`src/rtl/counter_load_sched_pkg.sv`:
```
// Shared types for the counter load scheduler: FSM state encoding and owner ids.
// No logic, no latency.
// No flow control.
package counter_load_sched_pkg;

  typedef enum logic [1:0] {
    ST_IDLE = 2'd0,
    ST_LOAD = 2'd1,
    ST_RUN  = 2'd2,
    ST_DONE = 2'd3
  } state_t;

  localparam logic OWNER_A = 1'b0;
  localparam logic OWNER_B = 1'b1;

endpackage

```
`src/rtl/counter_load_sched_rr_arb2.sv`:
```
// Two-way round-robin arbiter: a lone requester wins; on contention the one that did not win last time wins.
// Combinational, zero latency.
// No backpressure; grant is purely advisory until the caller registers it.
module rr_arb2
  import counter_load_sched_pkg::*;
(
  input  logic       last_owner,
  input  logic [1:0] req,
  output logic [1:0] grant
);

  // bit 0 = A, bit 1 = B; on a tie the previous loser is favoured
  always_comb begin
    grant    = 2'b00;
    grant[0] = req[0] & (~req[1] | (last_owner == OWNER_B));
    grant[1] = req[1] & (~req[0] | (last_owner == OWNER_A));
  end

endmodule

```
`src/rtl/counter_load_sched.sv`:
```
// Schedules one shared loadable counter between requesters A and B; loads the winner's start value, pulses done at TERM.
// ack -> done latency is (TERM-start) mod 2^WIDTH + 3 cycles; all outputs registered.
// Requests held while busy wait for the next IDLE cycle; abort cancels LOAD/RUN. Option: COUNTER_LOAD_SCHED_PERIODIC_EN.
module counter_load_sched
  import counter_load_sched_pkg::*;
#(
  parameter int               WIDTH = 8,
  parameter logic [WIDTH-1:0] TERM  = {WIDTH{1'b1}}
) (
  input  logic             clk,
  input  logic             rst,
  input  logic             req_a,
  input  logic [WIDTH-1:0] data_a,
  output logic             ack_a,
  output logic             done_a,
  input  logic             req_b,
  input  logic [WIDTH-1:0] data_b,
  output logic             ack_b,
  output logic             done_b,
  input  logic             abort,
`ifdef COUNTER_LOAD_SCHED_PERIODIC_EN
  input  logic             periodic,
`endif
  output logic             cnt_load,
  output logic [WIDTH-1:0] cnt_data,
  input  logic [WIDTH-1:0] cnt_count,
  output logic             busy,
  output logic             owner
);

  state_t           state_q, state_d;
  logic [WIDTH-1:0] start_q;
  logic             owner_q;
  logic             last_owner_q;
  logic [1:0]       grant;
  logic             granted;
  logic             rerun;

  logic             ack_a_q, ack_b_q, done_a_q, done_b_q, cnt_load_q;
  logic             ack_a_d, ack_b_d, done_a_d, done_b_d, cnt_load_d;
  logic [WIDTH-1:0] cnt_data_q, cnt_data_d;

  rr_arb2 u_arb (
    .last_owner (last_owner_q),
    .req        ({req_b, req_a}),
    .grant      (grant)
  );

  assign granted = (state_q == ST_IDLE) && (grant != 2'b00);

`ifdef COUNTER_LOAD_SCHED_PERIODIC_EN
  logic periodic_q;

  // periodic flag is captured with the grant and lives for the whole job
  always_ff @(posedge clk or negedge rst) begin
    if (!rst) periodic_q <= 1'b0;
    else if (granted) periodic_q <= periodic;
  end

  assign rerun = periodic_q;
`else
  assign rerun = 1'b0;
`endif

  // state register plus per-job context captured on the grant
  always_ff @(posedge clk or negedge rst) begin
    if (!rst) begin
      state_q      <= ST_IDLE;
      start_q      <= '0;
      owner_q      <= OWNER_A;
      last_owner_q <= OWNER_B;
    end else begin
      state_q <= state_d;
      if (granted) begin
        start_q      <= grant[1] ? data_b : data_a;
        owner_q      <= grant[1] ? OWNER_B : OWNER_A;
        last_owner_q <= grant[1] ? OWNER_B : OWNER_A;
      end
    end
  end

  // next state: abort beats the terminal-count hit, but cannot cancel DONE
  always_comb begin
    state_d = state_q;
    case (state_q)
      ST_IDLE: if (granted) state_d = ST_LOAD;
      ST_LOAD: state_d = abort ? ST_IDLE : ST_RUN;
      ST_RUN: begin
        if (abort) state_d = ST_IDLE;
        else if (cnt_count == TERM) state_d = ST_DONE;
      end
      ST_DONE: state_d = rerun ? ST_LOAD : ST_IDLE;
      default: state_d = ST_IDLE;
    endcase
  end

  // next values of the registered outputs; done is decoded from DONE and shows one cycle later
  always_comb begin
    ack_a_d    = granted & grant[0];
    ack_b_d    = granted & grant[1];
    done_a_d   = (state_q == ST_DONE) && (owner_q == OWNER_A);
    done_b_d   = (state_q == ST_DONE) && (owner_q == OWNER_B);
    cnt_load_d = (state_d == ST_LOAD);
    cnt_data_d = cnt_data_q;
    if (granted) cnt_data_d = grant[1] ? data_b : data_a;
    else if ((state_q == ST_DONE) && rerun) cnt_data_d = start_q;
  end

  // output registers; cnt_data holds its last load value between jobs
  always_ff @(posedge clk or negedge rst) begin
    if (!rst) begin
      ack_a_q    <= 1'b0;
      ack_b_q    <= 1'b0;
      done_a_q   <= 1'b0;
      done_b_q   <= 1'b0;
      cnt_load_q <= 1'b0;
      cnt_data_q <= '0;
    end else begin
      ack_a_q    <= ack_a_d;
      ack_b_q    <= ack_b_d;
      done_a_q   <= done_a_d;
      done_b_q   <= done_b_d;
      cnt_load_q <= cnt_load_d;
      cnt_data_q <= cnt_data_d;
    end
  end

  assign ack_a    = ack_a_q;
  assign ack_b    = ack_b_q;
  assign done_a   = done_a_q;
  assign done_b   = done_b_q;
  assign cnt_load = cnt_load_q;
  assign cnt_data = cnt_data_q;
  assign busy     = (state_q != ST_IDLE);
  assign owner    = owner_q;

endmodule

```
`config.mk`:
```
export PLATFORM = sky130hd
export DESIGN_NAME = counter_load_sched
export DESIGN_NICKNAME = d
export VERILOG_FILES = /design/src/rtl/counter_load_sched_pkg.sv /design/src/rtl/counter_load_sched_rr_arb2.sv /design/src/rtl/counter_load_sched.sv
export SDC_FILE = /design/constraint.sdc
export NUM_CORES = 1
export LEC_CHECK = 0
export ABC_AREA = 1
export CORE_UTILIZATION = 41
export DETAILED_ROUTE_END_ITERATION = 10
export PLACE_DENSITY = 0.94
export SLEW_MARGIN = 20
export SYNTH_ARGS = -nofsm -noshare
export SYNTH_HDL_FRONTEND = slang
export SYNTH_HIERARCHICAL = 1
export SYNTH_SLANG_ARGS = --single-unit
export TNS_END_PERCENT = 30
```
`constraint.sdc`:
```
create_clock -name clk -period 2.2 [get_ports clk]
set_clock_uncertainty 0.2 [all_clocks]
set_input_delay 0.55 -clock clk [delete_from_list [all_inputs] [get_ports clk]]
set_output_delay 0.55 -clock clk [all_outputs]
set_load 0.02 [all_outputs]
```
==> results.sh <==
export IMPL_place_port_buffers=43
export IMPL_p_leak_nw=0.649
export IMPL_wl_um=2160
export IMPL_vias_per_cell=4.59
export IMPL_cts_reportedPaths_clkPinSlew_ps=100
export IMPL_finalCriticalPeriod_ps=2040
export IMPL_antenna_found_initial=0
export IMPL_setup_violations=0
export IMPL_htree_levels=1
export IMPL_cts_setup_buffers=0
export IMPL_grt_overflow_total=0
export IMPL_synth_area_per_cell_um2=8.23
export IMPL_cts_root_buf="clkbuf_4"
export IMPL_antenna_left=0
export IMPL_rsz0062_at_grt="false"
export IMPL_die_w_um=46.8
export IMPL_peakVddDrop_uv=693
export IMPL_grt_total_usage_pct=21.9
export IMPL_rows=15
export IMPL_wire_per_inst_um=12.6
export IMPL_ys_ff_latch=17
export IMPL_final_nets=177
export IMPL_drc_errors=0
export IMPL_final_cell_mix="nand2_1, clkdlybuf4s50_1, dfrtp_1, inv_1, o21ai_1"
export IMPL_powerDensity_nw_per_um2=1140
export IMPL_hold_viol_final=0
export IMPL_drtPass1Iterations=4
export IMPL_finalMaxSlewViolations=0
export IMPL_worstSetupEndpointType="primary output"
export IMPL_post_route_period_util_pct=92.7
export IMPL_die_area_um2=2190
export IMPL_insertion_delay_ps=290
export IMPL_area_growth_pct=59.9
export IMPL_die_h_um=46.8
export IMPL_grt_pass1_vias=763
export IMPL_crit_type="reg2out"
export IMPL_numClockSinks=17
export IMPL_dp_cells=168
export IMPL_synthCells=100
export IMPL_netlist_area_um2=823
export IMPL_max_freq_mhz=490
export IMPL_cp_max_fo=3
export IMPL_timing_worst_slew_pin_value_ps=322
export IMPL_worstSetupStartpointType="flop"
export IMPL_gp_congestion=0.711
export IMPL_instances_no_fill=172
export IMPL_core_um2=1800
export IMPL_syn_nets=129
export IMPL_tritoncts="yes"
export IMPL_cp_cell_sequence="clkdlybuf4s50_1"
export IMPL_start_util_pct=45.7
export IMPL_status="completed"
export IMPL_ys_types=17
export IMPL_max_stage_delay_ps=610
export IMPL_drtIter0Drc=27
export IMPL_tns_ps=0
export IMPL_critPathTopFamily="buffers and inverters"
export IMPL_maxCapViolations=0
export IMPL_worst_endpoint_required_ps=1450
export IMPL_vias=790
export IMPL_grt_max_degree=20
export IMPL_hpwl_um=1670
export IMPL_io_pins=44
export IMPL_worstPathArrival_ps=1290
export IMPL_ys_warn_count=6
export IMPL_grt_pass1_wl_um=3240
export IMPL_postLayoutCoreUtil_pct=73.1
export IMPL_path_buf_inv=1
export IMPL_yosysSeqAreaShare_pct=51.8
export IMPL_cp_slowest_cell="clkdlybuf4s50_1"
export IMPL_antenna_cells=0
export IMPL_hold_path_class="reg2reg"
export IMPL_final_layout_size_suffix_gt1_share_pct=10.2
export IMPL_cts_buffer_depth=2
export IMPL_cts_buffers=3
export IMPL_slew_headroom_pct=78.6
per-layer routing:
metal	vias to the layer above	GRT usage [%]	routed length, um
li1	393	-	-
met1	364	25.5	869
met2	29	38.9	1190
met3	4	3.46	68
met4	0	10.9	32
met5	-	0	0
sequential cells by signal (all words and copies together) (netlist names):
| signal | cells |
|---|---|
| ack_a | 1 |
| ack_b | 1 |
| cnt_data | 8 |
| cnt_load | 1 |
| done_a | 1 |
| done_b | 1 |
| last_owner_q | 1 |
| owner | 1 |
| state_q | 2 |
kinds of logic (layout without fill, tap and decap cells):
logic type | Yosys count | in the layout | synth area share (%)
flip-flops | 17 | 17 | 51.8
AND/OR/NAND/NOR | 54 | 54 | 28.7
AO/OA/AOI/OAI | 12 | 12 | 9.88
buffers and inverters | 17 | 64 | 9.57
worst paths after layout:
kind                       slack, ps  depth (start not counted)                      from                 endpoint
max reg2reg                      560                          6  last_owner_q$_DFFE_PN1P_  cnt_data[6]$_DFFE_PN0P_
max in group asynchronous       1040                          2                       rst  cnt_data[5]$_DFFE_PN0P_
min reg2reg                      270                          1         owner$_DFFE_PN0P_         done_a$_DFF_PN0_
min in group asynchronous        300                          1                       rst         done_a$_DFF_PN0_
min                              270                          1         owner$_DFFE_PN0P_         done_a$_DFF_PN0_
max                              160                          1         owner$_DFFE_PN0P_                    owner
power breakdown:
group	internal, mW	leakage (nW)	switching (mW)	total, mW
sequential	0.450	0.214	0.0890	0.539
combinational	0.354	0.417	0.442	0.795
clock	0.0676	0.0177	0.0988	0.166
stage by stage:
step / hold WS, ps / worst slack, ps / cell area, um^2 / total power, mW
6_report: 270 / 160 / 1320 / 1.50
3_5_place_dp: 259 / 69.4 / 1290 / 1.35
2_1_floorplan: 54.4 / 751 / 823 / 0.972
3_3_place_gp: 250 / 172 / 1290 / 1.30
4_1_cts: 274 / 153 / 1320 / 1.51
5_1_grt: 291 / 123 / 1320 / 1.59
cell usage after synthesis:
library cell / number / area share (%)
o21ai_4: 1 / 2.0
nand2_1: 42 / 19
nor3b_1: 1 / 0.91
inv_1: 14 / 6.4
o21ai_1: 9 / 5.5
nor2_8: 1 / 2.4
a21oi_2: 1 / 1.1
nor2_1: 6 / 2.7
nand2_2: 1 / 0.76
dfstp_2: 1 / 3.2
nand3_1: 1 / 0.61
dfrtp_1: 16 / 49
a21boi_2: 1 / 1.4
buf_6: 2 / 2.7
nor2_4: 1 / 1.4
nor2_2: 1 / 0.76
inv_2: 1 / 0.46
what timing repair did:
action / CTS / global route
resized for setup: 1 / 0
setup endpoints to repair: 1 / 0
hold buffers: 0 / 0
cell type report:
| type | count | area, um^2 |
|---|---|---|
| sequential | 17 | 427 |
| clock inverter | 1 | 5.00 |
| clock buffer | 3 | 22.5 |
| timing repair buffer | 45 | 457 |
| fill | 129 | 485 |
| tap | 25 | 31.3 |
| inverter | 15 | 56.3 |
| multi-input combinational | 66 | 318 |
(Power assumes the default switching activity.)
